### config.mk
export PLATFORM = sky130hd
export DESIGN_NAME = alu_result_fifo
export DESIGN_NICKNAME = d
export VERILOG_FILES = /design/src/rtl/alu_pkg.sv /design/src/rtl/alu_result_fifo_mem.sv /design/src/rtl/alu_result_fifo.sv
export SDC_FILE = /design/constraint.sdc
export NUM_CORES = 1
export LEC_CHECK = 0
export ABC_AREA = 1
export CAP_MARGIN = 20
export CORE_ASPECT_RATIO = 0.9
export CORE_UTILIZATION = 39
export CTS_BUF_LIST = sky130_fd_sc_hd__clkbuf_8
export DETAILED_ROUTE_END_ITERATION = 10
export SYNTH_ARGS = -nofsm -noshare
export SYNTH_HDL_FRONTEND = slang
export SYNTH_SLANG_ARGS = --single-unit
### constraint.sdc
create_clock -name clk -period 1.8 [get_ports clk]
set_clock_uncertainty 0.2 [all_clocks]
set_input_delay 0.27 -clock clk [delete_from_list [all_inputs] [get_ports clk]]
set_output_delay 0.27 -clock clk [all_outputs]
set_load 0.03 [all_outputs]
### src/rtl/alu_pkg.sv
// Shared definitions for the ALU result path: operand/result widths and the
// ALU opcode encoding used when decoding result streams.
package alu_pkg;

  localparam int DATA_WIDTH   = 8;
  localparam int RESULT_WIDTH = DATA_WIDTH + 1;

  typedef enum logic [1:0] {
    ADD = 2'b00,
    SUB = 2'b01,
    INC = 2'b10,
    NOP = 2'b11
  } alu_op_e;

endpackage

### src/rtl/alu_result_fifo_mem.sv
// Simple dual-port register array: one synchronous write port and one
// asynchronous read port. Contents are intentionally not reset.
module alu_result_fifo_mem
  import alu_pkg::*;
#(
  parameter int WIDTH      = RESULT_WIDTH,
  parameter int DEPTH      = 8,
  localparam int ADDR_WIDTH = $clog2(DEPTH)
) (
  input  logic                  clk,
  input  logic                  we,
  input  logic [ADDR_WIDTH-1:0] waddr,
  input  logic [WIDTH-1:0]      wdata,
  input  logic [ADDR_WIDTH-1:0] raddr,
  output logic [WIDTH-1:0]      rdata
);

  logic [WIDTH-1:0] mem_r [DEPTH];

  // Write port
  always_ff @(posedge clk) begin
    if (we) begin
      mem_r[waddr] <= wdata;
    end
  end

  assign rdata = mem_r[raddr];

endmodule

### src/rtl/alu_result_fifo.sv
// Captures every ALU result pulse into a circular FIFO and re-issues it over a
// valid/ready handshake; results that cannot be stored are counted as drops.
module alu_result_fifo #(
  parameter int DATA_WIDTH     = alu_pkg::DATA_WIDTH,
  parameter int DEPTH          = 8,
  parameter int DROP_CNT_WIDTH = 8,
  localparam int ADDR_WIDTH    = $clog2(DEPTH)
) (
  input  logic                      clk,
  input  logic                      rst_n,
  input  logic                      valid_i,
  input  logic [DATA_WIDTH:0]       data_i,
  input  logic                      ready_i,
  output logic                      valid_o,
  output logic [DATA_WIDTH:0]       data_o,
  output logic [ADDR_WIDTH:0]       count_o,
  output logic                      full_o,
  output logic                      empty_o,
  output logic                      overflow_o,
  input  logic                      clr_ovf_i,
  output logic [DROP_CNT_WIDTH-1:0] drop_cnt_o
);

  localparam int RES_W = DATA_WIDTH + 1;
  localparam logic [ADDR_WIDTH-1:0]     PTR_ONE  = ADDR_WIDTH'(1'b1);
  localparam logic [ADDR_WIDTH:0]       CNT_ONE  = (ADDR_WIDTH + 1)'(1'b1);
  localparam logic [ADDR_WIDTH:0]       CNT_FULL = (ADDR_WIDTH + 1)'(DEPTH);
  localparam logic [DROP_CNT_WIDTH-1:0] DROP_ONE = DROP_CNT_WIDTH'(1'b1);
  localparam logic [DROP_CNT_WIDTH-1:0] DROP_MAX = {DROP_CNT_WIDTH{1'b1}};

  logic [ADDR_WIDTH-1:0]     wr_ptr_r;
  logic [ADDR_WIDTH-1:0]     rd_ptr_r;
  logic [ADDR_WIDTH:0]       count_r;
  logic                      overflow_r;
  logic [DROP_CNT_WIDTH-1:0] drop_cnt_r;

  logic             empty_s;
  logic             full_s;
  logic             pop_s;
  logic             push_s;
  logic             drop_s;
  logic [RES_W-1:0] rd_data_s;

  // Status comes from the registered count only; ready_i feeds just the accept decision.
  assign empty_s = (count_r == {(ADDR_WIDTH + 1){1'b0}});
  assign full_s  = (count_r == CNT_FULL);
  assign pop_s   = !empty_s && ready_i;
  assign push_s  = rst_n && valid_i && (!full_s || pop_s);
  assign drop_s  = valid_i && full_s && !pop_s;

  alu_result_fifo_mem #(
    .WIDTH (RES_W),
    .DEPTH (DEPTH)
  ) u_mem (
    .clk   (clk),
    .we    (push_s),
    .waddr (wr_ptr_r),
    .wdata (data_i),
    .raddr (rd_ptr_r),
    .rdata (rd_data_s)
  );

  // Pointers, occupancy and drop bookkeeping
  always_ff @(posedge clk) begin
    if (!rst_n) begin
      wr_ptr_r   <= {ADDR_WIDTH{1'b0}};
      rd_ptr_r   <= {ADDR_WIDTH{1'b0}};
      count_r    <= {(ADDR_WIDTH + 1){1'b0}};
      overflow_r <= 1'b0;
      drop_cnt_r <= {DROP_CNT_WIDTH{1'b0}};
    end else begin
      if (push_s) begin
        wr_ptr_r <= wr_ptr_r + PTR_ONE;
      end
      if (pop_s) begin
        rd_ptr_r <= rd_ptr_r + PTR_ONE;
      end
      case ({push_s, pop_s})
        2'b10:   count_r <= count_r + CNT_ONE;
        2'b01:   count_r <= count_r - CNT_ONE;
        default: count_r <= count_r;
      endcase
      // A drop coinciding with a clear restarts the count at one.
      if (drop_s) begin
        overflow_r <= 1'b1;
        if (clr_ovf_i) begin
          drop_cnt_r <= DROP_ONE;
        end else if (drop_cnt_r != DROP_MAX) begin
          drop_cnt_r <= drop_cnt_r + DROP_ONE;
        end
      end else if (clr_ovf_i) begin
        overflow_r <= 1'b0;
        drop_cnt_r <= {DROP_CNT_WIDTH{1'b0}};
      end
    end
  end

  assign valid_o    = !empty_s;
  assign data_o     = empty_s ? {RES_W{1'b0}} : rd_data_s;
  assign count_o    = count_r;
  assign full_o     = full_s;
  assign empty_o    = empty_s;
  assign overflow_o = overflow_r;
  assign drop_cnt_o = drop_cnt_r;

endmodule
Word level (Yosys, flattened, before mapping)
Memories as Yosys holds them, arrays and structs flattened. A register that Yosys moved wholly into a read port is not among the register bits.
Cells that the tools add are included.
{"block": "totals", "mem_bits_rw": 72, "output_inout_bits": 25, "mem_count": 1, "elab_cells": 41, "input_bits": 14, "ff_bits": 19}
{"memory": "u_mem.mem_r", "depth": 8, "width": 9, "read_ports": 1, "rd_ports_with_merged_regs": 1, "wr": 1, "line": "alu_result_fifo_mem.sv:18", "source": "logic [WIDTH-1:0] mem_r [DEPTH];"}
{"block": "classes", "add_sub_neg": 5, "muxes": 12, "reduce_logical": 14, "eq_ne": 4}
{"op": "two-way mux 8 bit", "count": 4}
{"op": "two-way mux 9 bit", "count": 1}
{"op": "adder 8 x 1 -> 8 bit, second input constant", "count": 1}
{"op": "!= test 8 bit, second input constant", "count": 1}
{"op": "case mux 4 bit (2 select lines)", "count": 1}
{"op": "adder 3 x 1 -> 3 bit, second input constant", "count": 2}
{"op": "two-way mux 3 bit", "count": 2}
{"op": "nonzero test 2 bit", "count": 3}
{"op": "logical AND 1 bit", "count": 5}
{"op": "adder 4 x 1 -> 4 bit, second input constant", "count": 1}
{"op": "== test 4 bit, second input constant", "count": 1}
{"op": "logical NOT 4 bit", "count": 1}
{"op": "two-way mux 1 bit", "count": 4}
{"op": "subtractor 4 x 1 -> 4 bit, second input constant", "count": 1}
{"op": "logical NOT 1 bit", "count": 3}
{"op": "== test 2 x 1 -> 1 bit, second input constant", "count": 1}
{"op": "== test 2 bit, second input constant", "count": 1}
{"op": "AND reduction 2 bit", "count": 1}
{"op": "logical OR 1 bit", "count": 1}

Longest topological paths before layout
{"block": "logic_depth", "word_depth": 7, "depth_mapped": 13, "ltp_nobuf": 13}

By module
A second synthesis with hierarchy kept.
{"block": "hier_totals", "cells_unflattened": 500, "area_unflattened_um2": 4438.0}
{"mod": "alu_result_fifo_mem", "instances": 1, "seq_area_each_um2": 2162.1, "area_each_um2": 3228.1, "cells_each": 328}
{"mod": "alu_result_fifo", "instances": 1, "seq_area_each_um2": 380.4, "area_each_um2": 1209.9, "cells_each": 172}

Least setup slack after synthesis
OpenSTA, ideal clock, no wires.
{"block": "synth_timing", "path_type": "flip-flop to output port", "start": "register count_r[2], in the netlist count_o[2]", "end": "output port data_o[0]", "t_arrival_ps": 1586, "required_time_ps": 1330, "slack_ps": -256, "path_buffers": 1, "stages_incl_launch_ff": 6, "path_cell_list": "dfxtp_1 -> nor2_1 -> nand2_2 -> buf_2 -> o21ai_0 -> nor2_1"}
{"block": "synth_via", "elab_chain_cells": 2}
{"item": "from (decl)", "line": "alu_result_fifo.sv:33", "source": "logic [ADDR_WIDTH:0] count_r;"}
{"item": "from (signal assigned)", "line": "alu_result_fifo.sv:68", "source": "count_r <= {(ADDR_WIDTH + 1){1'b0}};"}
{"item": "from (signal assigned)", "line": "alu_result_fifo.sv:79", "source": "2'b10: count_r <= count_r + CNT_ONE;"}
{"item": "from (signal assigned)", "line": "alu_result_fifo.sv:80", "source": "2'b01: count_r <= count_r - CNT_ONE;"}
{"item": "logical NOT 4 bit", "line": "alu_result_fifo.sv:45", "source": "assign empty_s = (count_r == {(ADDR_WIDTH + 1){1'b0}});"}
{"item": "two-way mux 9 bit", "line": "alu_result_fifo.sv:99", "source": "assign data_o = empty_s ? {RES_W{1'b0}} : rd_data_s;"}
{"item": "to (decl)", "line": "alu_result_fifo.sv:15", "source": "output logic [DATA_WIDTH:0] data_o,"}
Every way passes these cells.

==> run summary <==
The maximum cell stage delay along the critical path is between 0.4 and 0.5 ns. The dominant cell type by count on the critical path is sky130_fd_sc_hd__o21ai_1. The detailed router put a total of 4.35 mm of wire on met1. The instance area after placement is 4910 um2.

The cell count after synthesis came out at about 380. The first-pass detailed-route iteration total came out at 6. The DRC marker count from the first detailed-route iteration came out at roughly 210. The share of the yosys chip area belonging to registers came out at 0.641.

The total count of max-transition violations in the final report is 0. From bottom edge to top edge, the die measures roughly 99 um. The number of setup violations in the final report came out at 10. The die area came out at about 11000 um2.

The number of nets in the synthesized netlist is between 300 and 400. For this design, the slowest cell found on the critical path is sky130_fd_sc_hd__dfxtp_4. The area growth from synthesis to layout is 33.1%. The final cycle utilization of the critical path is 1.15. In the final timing run, aggregate negative setup slack is -2.32 ns. The critical path data arrival time is around 1.6 ns. The minimum clock period came out at just over 2 ns. In this run the top signal layer used is met4. The endpoint required time on the critical path came out at 1.33 ns. Power spread over the standard cell area amounts to 1410 nW/um2. By count the netlist is led by sky130_fd_sc_hd__nor2_1, sky130_fd_sc_hd__edfxtp_1, sky130_fd_sc_hd__o21ai_0, sky130_fd_sc_hd__nand2_1, sky130_fd_sc_hd__inv_1. The share of synthesized flip-flops with an asynchronous set or reset is 0. The cell area that synthesis handed to floorplanning was approximately 4100 um2.

The first global-routing pass estimated 14.9 mm of wire. Of the post-synthesis cell area, the dominant cell type holds 0.533. The detailed-route wire length per cell came out at 16.2 um. Detailed routing placed a total of between 4 and 5 mm of wire on met2. The initial utilization of the core area, before any placement, comes to 0.411.

The maximum clock frequency is 0.481 GHz. The number of sinks driven by the clock tree is 94. The global-route usage over all layers came out at 0.186. The reported leakage power is between 2 and 2.5 nW. The clock tree root driver cell is sky130_fd_sc_hd__clkbuf_8. The total number of vias came out at roughly 3k. At the placement stage, the worst setup path has a slack of -0.325 ns.

The core area came out at ~10000 um2. The signal on the critical path passes through buf_4, nor2_1, nor2_1, o21ai_1, o21ai_1, o21ai_1, nor2_2, buf_6. Routability-driven placement finished with a final weighted congestion of between 0.8 and 0.9. The mean cell area of the mapped netlist came out at approximately 11 um2. The count of maximum capacitance violations is 0.

The number of I/O pins is 39. The worst setup path is captured at an output pin. The largest fanout on the critical path came out at 4. The critical path start-end classification is flip-flop to output pin. The slew at the pin with the worst max-slew slack is about 0.4 ns. Yosys printed 0 warnings. Entering global routing, the biggest net connects 19 pins. The checks that failed: setup timing. The count of flip-flops with a built-in enable after synthesis is 72. For this run, design rule violations remaining after detail routing come to 0. The run finished, with violations left.

The number of clock buffers added by TritonCTS is 9. The TritonCTS clock tree is done. The clock-pin slew reported for the worst setup and hold paths after clock tree synthesis came out at about 0.080 ns. The initial antenna violation count was 0. The final worst-path setup slack is -0.278 ns. The final layout net count is slightly below 500.

The H-tree was split into 3 levels. The worst setup path is launched from a flip-flop. The remaining global-route overflow came out at 0. Dividing the detail-routed via count by the number of cells gives about 5. The tightest min-delay check is of the flip-flop to flip-flop type. Measured on the finished design, the core utilization comes to 0.547. The post-detailed-route count of antenna-violating nets is 0. The count of buffers added on input and output ports is 38. The most frequent cell after synthesis is sky130_fd_sc_hd__nor2_1. The repair_antennas step left the layout with diodes totalling 0. The largest voltage drop on the vdd net came out at approximately 1.2 mV. The top flip-flop cell by instance count after synthesis is sky130_fd_sc_hd__edfxtp_1. Wire segments on met3 add up to 515 um in the final route. After floorplanning, the core was divided into 34 placement rows.

On the final layout, the worst hold slack is 0.261 ns. The distinct cell type count of the synthesized netlist came out at 30. The synthesized design spends more area on one cell type than any other, namely sky130_fd_sc_hd__edfxtp_1. The filler cells instantiated in the layout total about 860. Yosys attributes the largest share of cell area to sky130_fd_sc_hd__edfxtp_1, sky130_fd_sc_hd__dfxtp_1, sky130_fd_sc_hd__nor2_1. The maximum number of buffers from clock root to sink came out at 2. Measured against its own limit, the worst slew margin works out to 0.730. The die width came out at around 110 um.

The half-perimeter wire length after detailed placement came out at around 6.1 mm. The final hold violation count came to 0. The number of global-route vias before repair came out at about 3.0k. The share of layout cells above drive strength 1 is 0.307.

For the worst-skew pair, the clock arrives at the later sink with an insertion delay of 0.36 ns. Wires add up to 9.61 mm. The total of flip-flops plus latches after synthesis came out at 94.

The area of all placed cells without fillers came out at around 5400 um2. Setup repair after global routing could not meet its margin everywhere.
-- cells by family after synthesis --
kind of cell | Yosys count | share of synthesized area
buffers and inverters | 45 | 0.0500
adder cells (fa/ha/maj) | 6 | 0.0204
AND/OR/NAND/NOR | 138 | 0.158
AO/OA/AOI/OAI | 81 | 0.104
flip-flops | 94 | 0.641
XOR/XNOR | 2 | 0.00432
multiplexers | 9 | 0.0222
-- per-layer routing --
layer  GRT usage  vias to the layer above
met2       0.299                       84
met1       0.243                     1417
met3      0.0450                       13
li1            -                     1471
met4      0.0738                        0
met5           0                        -
-- through the flow --
| step | power [mW] | instances |
|---|---|---|
| floorplan | 4.42 | 375 |
| detailed placement | 5.49 | 568 |
| finish | 7.63 | 592 |
| global route | 8.07 | 592 |
| global placement | 5.46 | 568 |
| CTS | 7.23 | 588 |
-- placed cells by master, fill, tap and decap left out, types with 15 or more instances in the layout --
cell	instances
sky130_fd_sc_hd__nor2_2	19
sky130_fd_sc_hd__o21ai_0	27
sky130_fd_sc_hd__edfxtp_1	72
sky130_fd_sc_hd__o21ai_1	28
sky130_fd_sc_hd__a21oi_1	15
sky130_fd_sc_hd__buf_4	37
sky130_fd_sc_hd__nor2_1	52
sky130_fd_sc_hd__buf_6	18
sky130_fd_sc_hd__inv_1	25
sky130_fd_sc_hd__nand2_1	31
sky130_fd_sc_hd__dfxtp_1	16
-- path summary, 6_finish.rpt --
check             slack (ns)                startpoint                       end  cells after the start
hold reg to reg         0.26  rd_ptr_r[2]$_SDFFE_PN0N_  rd_ptr_r[2]$_SDFFE_PN0N_                      2
setup / recovery       -0.28                 flip-flop                 data_o[8]                      8
hold / removal          0.26  rd_ptr_r[2]$_SDFFE_PN0N_  rd_ptr_r[2]$_SDFFE_PN0N_                      2
setup reg to reg       -0.15   count_o[0]$_SDFFE_PN0P_   count_o[3]$_SDFFE_PN0P_                     13
-- power breakdown --
part           internal [mW]  switching [mW]  leakage (nW)
logic                   1.62            2.02          1.09
registers               2.48           0.120         0.833
clock network          0.647           0.750         0.100
total                   4.75            2.89          2.02
-- critical path: cells and delay by family (launching register included) --
| kind | cells | cell delay (ns) |
|---|---|---|
| buffers and inverters | 2 | 0.29 |
| AND/OR/NAND/NOR | 3 | 0.29 |
| AO/OA/AOI/OAI | 3 | 0.24 |
| flip-flops | 1 | 0.42 |
-- sequential cells by signal, summed over array words and instances (netlist names), named ones only --
name         flops
u_mem.mem_r     72
drop_cnt_o       8
count_o          4
rd_ptr_r         3
wr_ptr_r         3
overflow_o       1
-- cell type report --
cell class / count / area (um2) / share of cell area
clock buffer: 9 / 124 / 0.0229
clock inverter: 6 / 70.1 / 0.0130
inverter: 32 / 133 / 0.0246
multi-input combinational: 236 / 1410 / 0.261
sequential: 94 / 2620 / 0.485
tap: 126 / 158 / 0.0292
timing repair buffer: 89 / 886 / 0.164
-- what timing repair did --
item                                    4_1_cts  5_1_grt
endpoints found under the setup margin       25       83
gates cloned                                  1        3
gates resized for setup                      57       49
pin swaps                                    17       14
hold buffers                                  0        0
buffers inserted                              4        1
hold endpoints to repair                      0        0
No activity file was read; power rests on OpenSTA's default activity.
